## config.mk

```make
export PLATFORM = sky130hd
export DESIGN_NAME = reg_bank_sequencer
export DESIGN_NICKNAME = d
export VERILOG_FILES = /design/src/rtl/reg_bank_pkg.sv /design/src/rtl/rr_arbiter.sv /design/src/rtl/reg_bank_sequencer.sv
export SDC_FILE = /design/constraint.sdc
export NUM_CORES = 1
export LEC_CHECK = 0
export BUFFER_PORTS_ARGS = -buffer_cell sky130_fd_sc_hd__buf_4
export CAP_MARGIN = 20
export CORE_MARGIN = 5
export CORE_UTILIZATION = 53
export CTS_CLUSTER_SIZE = 16
export DETAILED_ROUTE_END_ITERATION = 10
export PLACE_DENSITY = 0.87
export SLEW_MARGIN = 20
export SYNTH_ARGS = -nofsm -noshare
export SYNTH_HDL_FRONTEND = slang
export SYNTH_HIERARCHICAL = 1
export SYNTH_SLANG_ARGS = --single-unit
export TNS_END_PERCENT = 100
```

## constraint.sdc

```tcl
create_clock -name clk -period 7.1 [get_ports clk]
set_clock_uncertainty 0.1 [all_clocks]
set_input_delay 0.71 -clock clk [delete_from_list [all_inputs] [get_ports clk]]
set_output_delay 0.71 -clock clk [all_outputs]
set_load 0.005 [all_outputs]
```

## src/rtl/reg_bank_pkg.sv

```systemverilog
// Shared types and round-robin helper for the register-bank write sequencer.
// Latency: n/a. Backpressure: n/a.
package reg_bank_pkg;

   typedef enum logic {
      ST_IDLE  = 1'b0,
      ST_CLEAR = 1'b1
   } state_e;

   // Index 'off' positions past 'last' in a ring of n entries; off is 1..n.
   function automatic int rr_rotate(input int last, input int off, input int n);
      int sum;
      sum = last + off;
      return (sum >= n) ? (sum - n) : sum;
   endfunction

endpackage

```

## src/rtl/rr_arbiter.sv

```systemverilog
// Round-robin pick of one eligible requester, searching from last_idx+1.
// Latency: combinational. Backpressure: none, caller masks eligibility.
module rr_arbiter
   import reg_bank_pkg::*;
#(
   parameter  int N  = 4,
   localparam int IW = $clog2(N)
)(
   input  logic [N-1:0]  eligible,
   input  logic [IW-1:0] last_idx,
   output logic [N-1:0]  win,
   output logic [IW-1:0] win_idx
);

   logic [IW-1:0] idx;
   logic          found;

   always_comb begin
      win     = '0;
      win_idx = '0;
      found   = 1'b0;
      idx     = '0;
      for (int off = 1; off <= N; off++) begin
         idx = IW'(rr_rotate(int'(last_idx), off, N));
         if (!found && eligible[idx]) begin
            found    = 1'b1;
            win[idx] = 1'b1;
            win_idx  = idx;
         end
      end
   end

endmodule

```

## src/rtl/reg_bank_sequencer.sv

```systemverilog
// Owns writes to a parallel-load register bank: clear-all walk, then round-robin writes.
// Latency: one cycle req->gnt/strobe. Backpressure: req held until gnt; none granted while busy.
module reg_bank_sequencer
   import reg_bank_pkg::*;
#(
   parameter  int NREQ = 4,
   parameter  int NREG = 8,
   parameter  int SIZE = 8,
   localparam int AW   = $clog2(NREG),
   localparam int RW   = $clog2(NREQ)
)(
   input  logic                 clk,
   input  logic                 rst_n,
   input  logic [NREQ-1:0]      req,
   input  logic [NREQ*AW-1:0]   req_addr,
   input  logic [NREQ*SIZE-1:0] req_data,
   input  logic [NREQ-1:0]      req_clr,
   input  logic                 clr_all_start,
   output logic [NREQ-1:0]      gnt,
   output logic                 err,
   output logic                 busy,
   output logic [NREG-1:0]      reg_load,
   output logic [NREG-1:0]      reg_clr,
   output logic [SIZE-1:0]      reg_d
);

   localparam logic [AW-1:0]   LAST_IDX = AW'(NREG - 1);
   localparam logic [AW:0]     NREG_W   = (AW + 1)'(NREG);
   localparam logic [NREG-1:0] ONE_HOT0 = NREG'(1);

   state_e            state_q, state_d;
   logic [AW-1:0]     clr_idx_q, clr_idx_d;
   logic [RW-1:0]     rr_last_q, rr_last_d;
   logic [NREQ-1:0]   gnt_q, gnt_d;
   logic              err_q, err_d;
   logic [NREG-1:0]   load_q, load_d;
   logic [NREG-1:0]   rclr_q, rclr_d;
   logic [SIZE-1:0]   regd_q, regd_d;

   logic [NREQ-1:0]   eligible;
   logic [NREQ-1:0]   win;
   logic [RW-1:0]     win_idx;
   logic [AW-1:0]     sel_addr;
   logic [SIZE-1:0]   sel_data;
   logic              sel_clr;

   // A requester sees its gnt one cycle late, so mask it for that cycle.
   assign eligible = req & ~gnt_q;

   rr_arbiter #(.N(NREQ)) u_arb (
      .eligible (eligible),
      .last_idx (rr_last_q),
      .win      (win),
      .win_idx  (win_idx)
   );

   always_comb begin
      sel_addr = '0;
      sel_data = '0;
      sel_clr  = 1'b0;
      for (int k = 0; k < NREQ; k++) begin
         if (win[k]) begin
            sel_addr = req_addr[k*AW +: AW];
            sel_data = req_data[k*SIZE +: SIZE];
            sel_clr  = req_clr[k];
         end
      end
   end

   always_comb begin
      state_d   = state_q;
      clr_idx_d = clr_idx_q;
      rr_last_d = rr_last_q;
      gnt_d     = '0;
      err_d     = 1'b0;
      load_d    = '0;
      rclr_d    = '0;
      regd_d    = '0;
      case (state_q)
         ST_CLEAR: begin
            load_d = ONE_HOT0 << clr_idx_q;
            rclr_d = ONE_HOT0 << clr_idx_q;
            if (clr_idx_q == LAST_IDX) begin
               state_d   = ST_IDLE;
               clr_idx_d = '0;
            end else begin
               clr_idx_d = clr_idx_q + AW'(1);
            end
         end
         default: begin
            if (clr_all_start) begin
               state_d   = ST_CLEAR;
               clr_idx_d = '0;
            end else if (|win) begin
               gnt_d     = win;
               rr_last_d = win_idx;
               // Out-of-range targets still release the requester, but nothing loads.
               if ({1'b0, sel_addr} < NREG_W) begin
                  load_d = ONE_HOT0 << sel_addr;
                  rclr_d = sel_clr ? (ONE_HOT0 << sel_addr) : '0;
                  regd_d = sel_clr ? '0 : sel_data;
               end else begin
                  err_d = 1'b1;
               end
            end
         end
      endcase
   end

   always_ff @(posedge clk or negedge rst_n) begin
      if (!rst_n) begin
         state_q   <= ST_CLEAR;
         clr_idx_q <= '0;
         rr_last_q <= RW'(NREQ - 1);
         gnt_q     <= '0;
         err_q     <= 1'b0;
         load_q    <= '0;
         rclr_q    <= '0;
         regd_q    <= '0;
      end else begin
         state_q   <= state_d;
         clr_idx_q <= clr_idx_d;
         rr_last_q <= rr_last_d;
         gnt_q     <= gnt_d;
         err_q     <= err_d;
         load_q    <= load_d;
         rclr_q    <= rclr_d;
         regd_q    <= regd_d;
      end
   end

   assign gnt      = gnt_q;
   assign err      = err_q;
   assign busy     = (state_q == ST_CLEAR);
   assign reg_load = load_q;
   assign reg_clr  = rclr_q;
   assign reg_d    = regd_q;

endmodule

```

After elaboration in Yosys (flattened, before gate mapping)
Cells that the tools add are included.
{"block": "op_classes", "n_addsub": 9, "mul": 0, "n_div": 0, "magnitude_cmp": 12, "eq_ne": 1, "shifts": 2, "n_mux": 63, "bitwise": 7, "reduce_logical": 13}
{"operator": "$mux 8", "n": 15}
{"operator": "$mux 4", "n": 7}
{"operator": "$mux 3", "n": 7}
{"operator": "$mux 1", "n": 18}
{"operator": "$mux 2", "n": 8}
{"operator": "$shl 1x3->8 const A", "n": 2}
{"operator": "$lt 2x3->1 const B", "n": 4}
{"operator": "$or 4x4->4", "n": 3}
{"operator": "$ge 3x3->1 const B", "n": 3}
{"operator": "$bmux 1 s2", "n": 4}
{"operator": "$demux 1 s2", "n": 4}
{"operator": "$ge 2x1->1 const B", "n": 4}
{"operator": "$sub 2x1->2 const B", "n": 4}
{"operator": "$logic_and 1x1->1", "n": 7}
{"operator": "$add 2x2->3 const B", "n": 2}
{"operator": "$add 2x3->4 const B", "n": 1}
{"operator": "$and 4x4->4", "n": 1}
{"operator": "$ge 4x3->1 const B", "n": 1}
{"operator": "$not 4->4", "n": 1}
{"operator": "$reduce_or 4->1", "n": 1}
{"operator": "$add 2x1->3 const B", "n": 1}
{"operator": "$add 3x1->3 const B", "n": 1}
{"operator": "$eq 3x3->1 const B", "n": 1}
{"operator": "$logic_not 1->1", "n": 3}
{"operator": "3 further kinds", "n": 4}
{"block": "word_totals", "register_bits": 34, "latchBits": 0, "ramBits": 0, "mem_bits_ro": 0, "inputBits": 55, "output_inout_bits": 30, "word_cells": 114, "mem_count": 0}

Logic depth before layout (Yosys ltp)
{"block": "depth", "depth_word": 24, "depth_mapped": 14}

By module
Netlist, hierarchy kept.
{"mod": "reg_bank_sequencer", "n_inst": 1, "cells_per_inst": 148, "area_per_inst_um2": 1696.6, "seq_area_each_um2": 854.6}
{"mod": "rr_arbiter", "n_inst": 1, "cells_per_inst": 68, "area_per_inst_um2": 545.5, "seq_area_each_um2": 0.0}

Worst setup path after synthesis
Ideal clock, no wire load.
{"block": "synth_path", "path_kind": "register to register", "startpoint": "reg rr_last_q[0]", "endpoint": "reg rclr_q[2], in the netlist reg_clr[2]", "setup_time_ns": 0.101, "arrival_ns": 3.159, "required_time_ns": 6.899, "path_slack_ns": 3.740, "path_stages_with_launch": 14, "period_less_slack_ns": 3.360, "cell_sequence": "dfstp_2 -> buf_4 -> inv_1 -> ha_1 -> buf_4 -> mux4_2 -> nand2_1 -> o21ai_0 -> a221o_2 -> or2_4 -> buf_4 -> a221oi_4 -> o221ai_2 -> o32ai_1"}
{"block": "synth_between", "word_cells_on_any_way": 74, "cone_classes": "8 x add/sub; 12 x order compare; 1 x shift; 39 x mux; 3 x bitwise; 11 x reduce/logical"}
{"item": "from (decl)", "line_no": "reg_bank_sequencer.sv:33", "source": "logic [RW-1:0] rr_last_q, rr_last_d;"}
{"item": "from (signal assigned)", "line_no": "reg_bank_sequencer.sv:114", "source": "rr_last_q <= RW'(NREQ - 1);"}
{"item": "from (signal assigned)", "line_no": "reg_bank_sequencer.sv:123", "source": "rr_last_q <= rr_last_d;"}
{"item": "branches (longest 14 deep; another with $add 2x1->3)"}
{"item": "$mux 4 *", "line_no": "rr_arbiter.sv:25", "source": "if (!found && eligible[idx]) begin"}
{"item": "named net win[3]", "line_no": "reg_bank_sequencer.sv:41", "source": "logic [NREQ-1:0] win;"}
{"item": "$mux 3", "line_no": "reg_bank_sequencer.sv:62", "source": "if (win[k]) begin"}
{"item": "$shl 1x3->8", "line_no": "reg_bank_sequencer.sv:100", "source": "rclr_d = sel_clr ? (ONE_HOT0 << sel_addr) : '0;"}
{"item": "$mux 8", "line_no": "reg_bank_sequencer.sv:100"}
{"item": "$mux 8 *", "line_no": "reg_bank_sequencer.sv:94", "source": "end else if (|win) begin"}
{"item": "$mux 8 *", "line_no": "reg_bank_sequencer.sv:91", "source": "if (clr_all_start) begin"}
{"item": "$mux 8 *", "line_no": "reg_bank_sequencer.sv:79", "source": "case (state_q)"}
{"item": "named net rclr_d[2]", "line_no": "reg_bank_sequencer.sv:37", "source": "logic [NREG-1:0] rclr_q, rclr_d;"}
{"item": "to (signal assigned)", "line_no": "reg_bank_sequencer.sv:127", "source": "rclr_q <= rclr_d;"}
{"item": "to (decl)", "line_no": "reg_bank_sequencer.sv:37"}
Mark *: on every way through the listed nets, which the timed path passes. The select of a mux whose other input is x is not followed.
A chain may end at the register's enable or synchronous reset.

Worst setup path after layout
{"block": "layout_path", "startpoint": "reg rr_last_q[0]", "endpoint": "reg rclr_q[0], in the netlist reg_clr[0]"}
{"block": "layout_between", "word_cells_on_any_way": 74, "cone_classes": "8 x add/sub; 12 x order compare; 1 x shift; 39 x mux; 3 x bitwise; 11 x reduce/logical"}
{"item": "branches (longest 14 deep; another with $add 2x1->3)"}
{"item": "$mux 4 *", "line_no": "rr_arbiter.sv:25"}
{"item": "named net win[1]", "line_no": "reg_bank_sequencer.sv:41"}
{"item": "$mux 3 (3 in series)", "line_no": "reg_bank_sequencer.sv:62"}
{"item": "$shl 1x3->8", "line_no": "reg_bank_sequencer.sv:100"}
{"item": "$mux 8", "line_no": "reg_bank_sequencer.sv:100"}
{"item": "$mux 8 *", "line_no": "reg_bank_sequencer.sv:94"}
{"item": "$mux 8 *", "line_no": "reg_bank_sequencer.sv:91"}
{"item": "$mux 8 *", "line_no": "reg_bank_sequencer.sv:79"}
{"item": "named net rclr_d[0]", "line_no": "reg_bank_sequencer.sv:37"}
Marks and branches as above.

==> results.txt <==
status: complete, no violations
Worst Tran Pin Value: 735.6 ps
largest fanout on the critical path: 20
WP data required: 7170 ps
r2r setup slk: 2880 ps
post-synth net total: 285
GRT Resource Usage Total: 23.74%
critical path startpoint category: register
cells after synthesis: 216
Worst EP arrival: 4290 ps
Max Clk Rate: 237.0 MHz
Synth cell types: 55
antenna violations before repair: 0
Post-synth EDFFs: 0
Setup crit end kind: register
Critical R2R Capture: reg_clr[0]$_DFF_PN0_
Layout Nets: 359
first-pass iteration count of the detailed router: 5
final non-filler cell total: 341
Final GP Congestion: 0.8713
DR iter-0 viols: 179
syn avg cell area: 10.38 um2
relative slew slack: 50.86%
Core ar.: 4058 um2
RSZ-0062 raised after global routing: no
area delta synth->final: 28.91%
# IOs: 85
Worst Setup Path Type: reg -> reg
final worst path period need: 4220 ps
Tot Pwr: 1.365 mW
die area: 5631 um2
Tightest Hold Check Type: in -> async
Post-Route WL: 6.230 mm
final setup vio count: 0
PortBufs: 83
Clock Root Buffer: clkbuf_8
post-CTS sizing: 0
post-synth top area cell: dfrtp_1
Power Density: 472.4 nW/um2
Initial Util: 55.26%
CP endpoint: reg_clr[0]$_DFF_PN0_
num rows: 23
share of layout cells above drive strength 1: 40.21%
DRC viols: 0
cell total after placement: 333
largest cells by area after synthesis: dfrtp_1 (35%), ha_1 (7.8%), o22ai_1 (3.6%)
postcts setup bufs: 0
Sw Share: 49.15%
NetSw: 671.0 uW
height of the die: 75.04 um
Max Cap Viol: 0
CTS tree: built
GRT overflow: 0
Main synth FF type: dfrtp_1
sequential area share after synthesis: 38.11%
largest net degree at the start of global routing: 35
most common cell in the netlist: dfrtp_1
asr flop ratio synth: 100.0%
Clk network pwr share: 10.1%
crit path from: rr_last_q[0]$_DFFE_PN1P_
worst vdd ir: 0.3109 mV
worst reg-to-reg path cell count: 10
yosys warns: 6
vias in the first global route: 2124
first-pass GRT wire length: 10.04 mm
sequential share of power: 24.0%
Leakage: 1.363 nW
die width: 75.04 um
Fill cells: 315
Synth top area share: 34.60%
Hold-fix buffers, CTS: 0
final max-slew violation count: 0
Int Power: 694.4 uW
post-detailed-route wirelength per cell: 18.27 um
total number of vias: 2113
Reg clk slew, reported paths: 70 ps
number of diodes: 0
logic gate share of total power: 65.9%
Clock Path Buffers: 2
setup TNS: 0 ps
clock latency on the worst-skew pair: 290 ps
Num CTS Buffers: 5
Final period util: 59.44%
post-DP HPWL: 4.662 mm
Reg2Reg Launch Point: rr_last_q[0]$_DFFE_PN1P_
htree depth: 2
Synth Cell Area: 2242 um2
total clock sinks: 34
final hold violation count: 0
Vias/cell: 6.196
most frequent cells after synthesis: dfrtp_1 (31), nand2_1 (16), ha_1 (14)
Post-DRT Antenna Nets: 0
Yosys reg bits: 34
final cells by class:
| class | count | area (um2) | share of cell area, % |
|---|---|---|---|
| Multi-Input combinational cell | 157 | 1234 | 42.68 |
| Sequential cell | 34 | 854.6 | 29.57 |
| Timing Repair Buffer | 83 | 623.1 | 21.56 |
| Clock buffer | 6 | 72.57 | 2.511 |
| Tap cell | 50 | 62.56 | 2.165 |
| Inverter | 9 | 33.78 | 1.169 |
| Clock inverter | 2 | 10.01 | 0.3463 |
critical path, stage by stage (launching register included):
cell      delay (ps)
dfstp_2          760
inv_1            190
ha_1             520
mux4_2           440
nand2_1          110
o21ai_0           90
a221o_2          480
nor2b_4          360
a221oi_2         120
or2_0            440
o41ai_1          480
worst min path at each step:
stage,endpoint,cells after the start
after detailed placement,clr_idx_q[0]$_DFFE_PN0P_,1
after CTS,reg_load[0]$_DFF_PN0_,1
final,reg_load[0]$_DFF_PN0_,1
after floorplan,clr_idx_q[0]$_DFFE_PN0P_,0
after global placement,clr_idx_q[0]$_DFFE_PN0P_,1
after global routing,reg_clr[2]$_DFF_PN0_,1
registers in the layout (all words and copies together) (netlist names):
signal / cells
reg_clr: 8
clr_idx_q: 3
busy: 1
reg_d: 8
reg_load: 8
rr_last_q: 2
gnt: 4
metrics by stage:
stage | setup WS [ps] | hold slack (ps) | util (%) | instance area (um2)
after floorplan | 3740 | 314.4 | - | 2242
after global routing | 2644 | 287.7 | 71.23 | 2890
after detailed placement | 3013 | 443.3 | 69.20 | 2808
final | 2880 | 248.7 | 71.23 | 2890
after global placement | 3155 | 432.5 | 69.20 | 2808
after CTS | 2970 | 261.6 | 71.23 | 2890
layout by cell type (no fill, tap or decap), types with 3 or more instances in the layout:
cell type,n
clkbuf_8,5
nor2b_1,8
a221oi_2,3
ha_1,14
o22ai_1,13
inv_1,9
buf_4,83
a22oi_1,4
dfstp_2,3
mux2_2,3
a221oi_1,9
nand2_1,16
a221o_2,4
o21ai_0,9
and2_1,4
dfrtp_1,31
a21oi_1,3
nor2_1,4
nand3_1,6
nor3_1,11
o31ai_1,8
power groups by stage:
stage,Clock [mW],Sequential [mW],Combinational (mW)
after floorplan,0,0.312,0.708
after global placement,0,0.326,0.853
after detailed placement,0,0.330,0.876
after CTS,0.140,0.326,0.888
after global routing,0.147,0.338,0.983
final,0.138,0.328,0.900
per-layer routing:
metal | routed length (um) | GRT usage [%] | vias up
li1 | - | - | 975
met1 | 2576 | 30.41 | 1004
met2 | 2905 | 38.01 | 125
met3 | 662 | 8.011 | 9
met4 | 86 | 7.312 | 0
met5 | 0 | 0 | -
logic make-up after synthesis:
group                    synth area share (%)
AO/OA/AOI/OAI                           28.29
AND/OR/NAND/NOR                         14.79
flip-flops                              38.11
buffers and inverters                   6.864
adder cells (fa/ha/maj)                 7.813
multiplexers                            3.962
other                                  0.1673
No activity file was read; power rests on OpenSTA's default activity.
